==> src/rtl/crc_pkg.sv <==
// Shared types and helpers for the streaming CRC checker and its companions.
package crc_pkg;

    typedef enum logic [1:0] {
        IDLE,
        FILL,
        RUN
    } crc_state_e;

    // Bit n set means a CRC width of n bits is supported.
    localparam logic [32:0] CRC_W_ALLOWED = 33'h1_0001_0100;

    function automatic logic [7:0] bitrev8(input logic [7:0] v);
        logic [7:0] r;
        for (int i = 0; i < 8; i++) begin
            r[i] = v[7-i];
        end
        return r;
    endfunction

    // Reverses the low w bits of v; the result is right-aligned.
    function automatic logic [31:0] bitrev(input logic [31:0] v, input int unsigned w);
        logic [31:0] r;
        for (int i = 0; i < 32; i++) begin
            r[i] = v[31-i];
        end
        return r >> (32 - w);
    endfunction

endpackage

==> src/rtl/crc_byte_step.sv <==
// One byte of MSB-first CRC division: eight unrolled shift/XOR steps.
module crc_byte_step
    import crc_pkg::*;
#(
    parameter int               CRC_W = 8,
    parameter logic [CRC_W-1:0] POLY  = CRC_W'(8'h07)
) (
    input  logic [CRC_W-1:0] crc,
    input  logic [7:0]       data,
    output logic [CRC_W-1:0] crc_next
);

    logic [CRC_W-1:0] acc;

    // NOTE: acc is a combinational temporary rebuilt on every evaluation, so
    // blocking assignments are required for each unrolled step to see the last.
    always_comb begin
        acc = crc ^ (CRC_W'(data) << (CRC_W - 8));
        for (int i = 0; i < 8; i++) begin
            acc = acc[CRC_W-1] ? ((acc << 1) ^ POLY) : (acc << 1);
        end
        crc_next = acc;
    end

endmodule

==> config.mk <==
export PLATFORM = sky130hd
export DESIGN_NAME = crc_byte_step
export DESIGN_NICKNAME = d
export VERILOG_FILES = /design/src/rtl/crc_pkg.sv /design/src/rtl/crc_byte_step.sv
export SDC_FILE = /design/constraint.sdc
export NUM_CORES = 1
export LEC_CHECK = 0
export CORE_AREA = 2 2 39 41
export DETAILED_ROUTE_END_ITERATION = 16
export DIE_AREA = 0 0 41 43
export PLACE_DENSITY = 0.56
export SETUP_SLACK_MARGIN = 0.05
export SLEW_MARGIN = 20
export SYNTH_ARGS = -nofsm -noshare
export SYNTH_HDL_FRONTEND = slang
export SYNTH_SLANG_ARGS = --single-unit
==> constraint.sdc <==
create_clock -name vclk -period 1.6
set_input_delay 0.32 -clock vclk [all_inputs]
set_output_delay 0.32 -clock vclk [all_outputs]
set_load 0.03 [all_outputs]
==> flow_summary.ini <==
[status]
status = complete, but fails checks
violations = negative setup slack

[synth]
netlist_area_um2 = 212.7
seq_area_frac_synth = 0
synth_top_area_share = 0.4941
yosys.area.top_type = xnor2_1
synth-simple-area-share = 0
muxShareOfSynthArea = 0
synth_adder_area_share = 0
yosys_warnings = 0
synthXorXnorAreaFrac = 1.000
synth_area_leaders = xnor2_1 49%, xnor3_2 22%, xor2_1 21%
synth_area_per_cell_um2 = 10.64
synth_common_cells = 12 x xnor2_1, 5 x xor2_1, 2 x xnor3_2
synth_cell_types = 4
synth_top_family_by_area = XOR/XNOR gates
synth_compound_area_frac = 0
synthCells = 20
synth.most_common_cell = xnor2_1
synth_nets = 36

[place]
hpwl_um = 564.6
dp_cells = 71
place_area_um2 = 654.4
io_buffers = 24
dpl_worst_slack_ns = -0.7470
gp_congestion = 0.5821

[setup_path]
worstPathRequired_ns = 1.28
cp-endpoint = crc_next[2]
end_kind = output pin
critical_path_peak_fanout = 2
crit_start = data[7]
slowest_delay_ns = 0.50
critPathKind = input port to output pin
start_kind = input port
crit_path_top_delay_cell = xnor3_2
crit_arrival_ns = 1.54
cpMostUsedCell = buf_6
path_cells = buf_8 -> xor2_4 -> buf_6 -> xnor3_2 -> xnor2_4 -> buf_6

[finish]
ff_latch_area_um2 = 0
seq_cells = 0
final_cells = 76
syn2layout_area_growth_pct = 281.8
nClkBuffers = 0
stdcell_area_um2 = 812.0
nets = 78
antenna_cells = 0
layout-drive-gt1-share = 0.8833

[floorplanning]
start_util = 0.1537
core_um2 = 1384
pin_count = 24
die_w_um = 41
die-area_um2 = 1763
rows = 14
die_h_um = 43

[timing]
fmax_mhz = 537.1
rsz0062_at_grt = true
setup_viol = 4
hold_viol_final = 0
max_slew_margin = 0.8654
min_period_over_period = 1.164
drv_slew = 0
fin_ws_ns = -0.2620
worst_pin_slew_ns = 0.2019
period_needed_ns = 1.862

[global_routing]
grt_first_pass_wirelength_um = 1221
grt.overflow.total = 0
grt_pass1_vias = 292
grt_max_degree = 3
grt_antenna_before_repair = 0
gr-max-usage-layer = met2
met1_usage = 0.1111
groute.usage.overall = 0.09586
grt.met3_usage = 0
grt_util_met2 = 0.1906

[route]
viasPerCell = 3.724
wl_per_cell_um = 9.408
vias = 283
wl_um = 715
drc = 0
final_antenna_net_count = 0
drt-initial-drc-count = 0
drt_pass1_iterations = 1

[power]
leakagePower_uw = 0.0003775
total_power_uw = 790.8
max-vdd-ir-drop_mv = 0.6054
p_per_area_nw_per_um2 = 973.8

[clocking]
ctsHoldBuffers = 0

[hold_path]
min_path_type = input port to output pin

[flow_run]
max_cap_viol_count = 0
[final cells by class]
cell class	count	area, um2
fill	114	571.8
multi-input combinational	20	415.4
timing repair buffer	40	376.6
tap	16	20.02
[cells by family after synthesis]
family / count (synthesis)
XOR/XNOR: 20
[timing repair]
| action | 4_1_cts | 5_1_grt |
|---|---|---|
| gates resized for setup | 73 | 25 |
| pin swaps | 15 | 13 |
| setup endpoints to repair | 8 | 8 |
| buffers inserted | 4 | 2 |
[per-stage QoR]
| stage | TNS [ns] | util | hold slack (ns) |
|---|---|---|---|
| after global routing | -0.9065 | 0.5868 | 1.175 |
| final | -0.7864 | 0.5868 | 1.155 |
| after floorplan | -0.2903 | - | 0.8796 |
| after global placement | -3.918 | 0.4729 | 1.591 |
| after CTS | -0.8886 | 0.5316 | 1.172 |
| after detailed placement | -4.103 | 0.4729 | 1.609 |
[report_power, final]
| group | switching [uW] | internal [uW] | leakage [uW] |
|---|---|---|---|
| clock network | 0 | 0 | 0 |
| registers | 0 | 0 | 0 |
| logic | 354 | 436 | 0.000378 |
[how the worst min path moves through the flow]
stage	depth (start not counted)	to	slack (ns)	from
5_1_grt	5	crc_next[6]	1.18	data[4]
4_1_cts	5	crc_next[6]	1.17	crc[4]
2_1_floorplan	2	crc_next[4]	0.88	crc[2]
3_5_place_dp	5	crc_next[5]	1.61	crc[5]
6_report	5	crc_next[6]	1.15	data[4]
3_3_place_gp	5	crc_next[6]	1.59	crc[4]
[layer usage]
layer  wire length (um)  vias to the layer above  part of all wire
met5                  0                        -                 0
met3                 65                        0             0.091
li1                   -                      142                 -
met4                  0                        0                 0
met2                419                       15              0.59
met1                231                      126              0.32
[worst max-delay path, delay by kind of cell]
family	cells	cell delay, ns
buffers and inverters	3	0.36
XOR/XNOR	3	0.86
[cells in the final DEF, fill, tap and decap left out]
cell             Yosys  routed
xnor2_2              0       3
clkbuf_2             0       4
xor2_4               0       2
buf_8                0       4
xnor2_4              0       8
xnor3_2              2       2
buf_4                0      13
clkdlybuf4s15_1      0       2
buf_2                0       2
buf_6                0      15
xnor2_1             12       1
xor2_1               5       4
Note: power is estimated with default switching activity, not from simulation.
==> variant, RTL diff (same settings) <==
Change the parameter `CRC_W` from 8 to 7.
--- a/src/rtl/crc_byte_step.sv
+++ b/src/rtl/crc_byte_step.sv
@@ -4,3 +4,3 @@
 #(
-    parameter int               CRC_W = 8,
+    parameter int               CRC_W = 7,
     parameter logic [CRC_W-1:0] POLY  = CRC_W'(8'h07)
Ports: changed (resized crc and crc_next); port bits go from 24 to 22. The function was not compared with the original's and may differ.
==> variant against the unedited design <==
  * Power decreased by 77%
  * Synthesized cell count decreased by 35%
  * Final cell count decreased by 38%
  * Setup slack improved by 390 ps
  * Design area decreased by 63%
  * Wire length decreased by 51%
  * Synthesized area decreased by 46%
  * Largest cell class is now non-clock buffers
  * Highest routed layer unchanged
==> variant: results <==
metrics = {
    "finish": {
        "finalNetCount": 48,
        "drive_gt1_share_pct": 45.2,
        "clockBufferCount": 0,
        "antenna_cells": 0,
        "fillerInstances": 160,
        "design.seq.count": 0,
    },
    "route": {
        "met3_length_um": 58,
        "wl_met2_um": 112,
        "drtIter0Drc": 0,
        "totalWireLength_um": 350,
        "vias_per_cell": 3.09,
        "top_layer": "met3",
        "first_pass_iters": 1,
        "wl_met1_um": 178,
    },
    "critical_path": {
        "critPathSlowestCell": "dlygate4sd2_1",
        "slowest_delay_ps": 280,
        "critPathLaunch": "crc[1]",
        "cp.arrival_ps": 1160,
        "critPathTopFamily": "buffers and inverters",
        "cp_max_fo": 2,
    },
    "place": {
        "portBuffers": 14,
        "gp_congestion": 0.594,
    },
    "grt": {
        "grt.total_usage_pct": 3.70,
        "grt_pass1_wl_um": 489,
        "first_global_vias": 120,
        "antenna_found_initial": 0,
        "grt_max_degree": 4,
    },
    "logic_synthesis": {
        "synthTopCellsByCount": "xnor2_1, xor2_1",
        "syn_nets": 28,
        "yosys_warnings": 0,
        "ys_types": 2,
        "seq_area_frac_synth_pct": 0,
        "synth.area.top_cells": "xnor2_1, xor2_1",
    },
    "clock_network": {
        "post_cts_resized": 10,
        "postCtsSetupBuffers": 0,
    },
    "pwr": {
        "p_leak_nw": 0.136,
        "irDropWorstVdd_v": 0.000191,
        "p_sw_share_pct": 56.1,
    },
    "timing": {
        "fin_crit_ps": 1480,
        "max_slew_margin_pct": 86.3,
        "hold_slack_ps": 1240,
    },
    "hold_path": {
        "hold_start": "crc[3]",
        "min_to": "crc_next[6]",
        "holdPathStages": 4,
        "hold_path.class": "in2out",
    },
    "outcome": {
        "status": "completed",
    },
}
[variant: cell types whose count changed after synthesis, sizes merged]
cell / unedited run / this run
xor2: 6 / 3
xnor3: 2 / 0
xnor2: 12 / 10
[variant: power groups by stage]
stage / logic (W) / clock network [W] / registers, W
floorplan: 0.000105 / 0 / 0
global placement: 0.000186 / 0 / 0
detailed placement: 0.000186 / 0 / 0
CTS: 0.000187 / 0 / 0
global route: 0.000197 / 0 / 0
finish: 0.000185 / 0 / 0
[variant: layout make-up]
| type | count | area (um2) | area share (%) |
|---|---|---|---|
| repair buffers | 18 | 144 | 47.9 |
| multi-input cells | 13 | 136 | 45.4 |
| well taps | 16 | 20.0 | 6.67 |
[variant: worst min-delay path: stages]
cell and delay [ps]:
dlygate4sd2_1 250, buf_4 130, xnor2_1 60, buf_4 160
[variant: worst max-delay path by stage]
stage | endpoint | slack (ps)
finish | crc_next[3] | 120
global route | crc_next[2] | 80
CTS | crc_next[3] | 120
detailed placement | crc_next[6] | -160
global placement | crc_next[6] | -150
floorplan | crc_next[2] | 230
[variant: through the flow]
| stage | setup WS [ps] | std cells | area (um2) | utilization, % | total power [W] |
|---|---|---|---|---|---|
| after floorplan | 233 | 13 | 114 | - | 0.000105 |
| after global placement | -148 | 47 | 287 | 20.7 | 0.000186 |
| after detailed placement | -156 | 47 | 287 | 20.7 | 0.000186 |
| after CTS | 120 | 47 | 300 | 21.7 | 0.000187 |
| after global routing | 82.7 | 47 | 300 | 21.7 | 0.000197 |
| final | 125 | 47 | 300 | 21.7 | 0.000185 |
[variant: metal layers]
layer  up-vias  global-route usage, %
met2        13                   5.63
li1         75                      -
met5         -                      0
met3         0                  0.524
met4         0                      0
met1        57                   5.73
[variant: cells by family after synthesis]
kind of cell	count (synthesis)	synth area share, %
xor gates and xnor gates	13	100
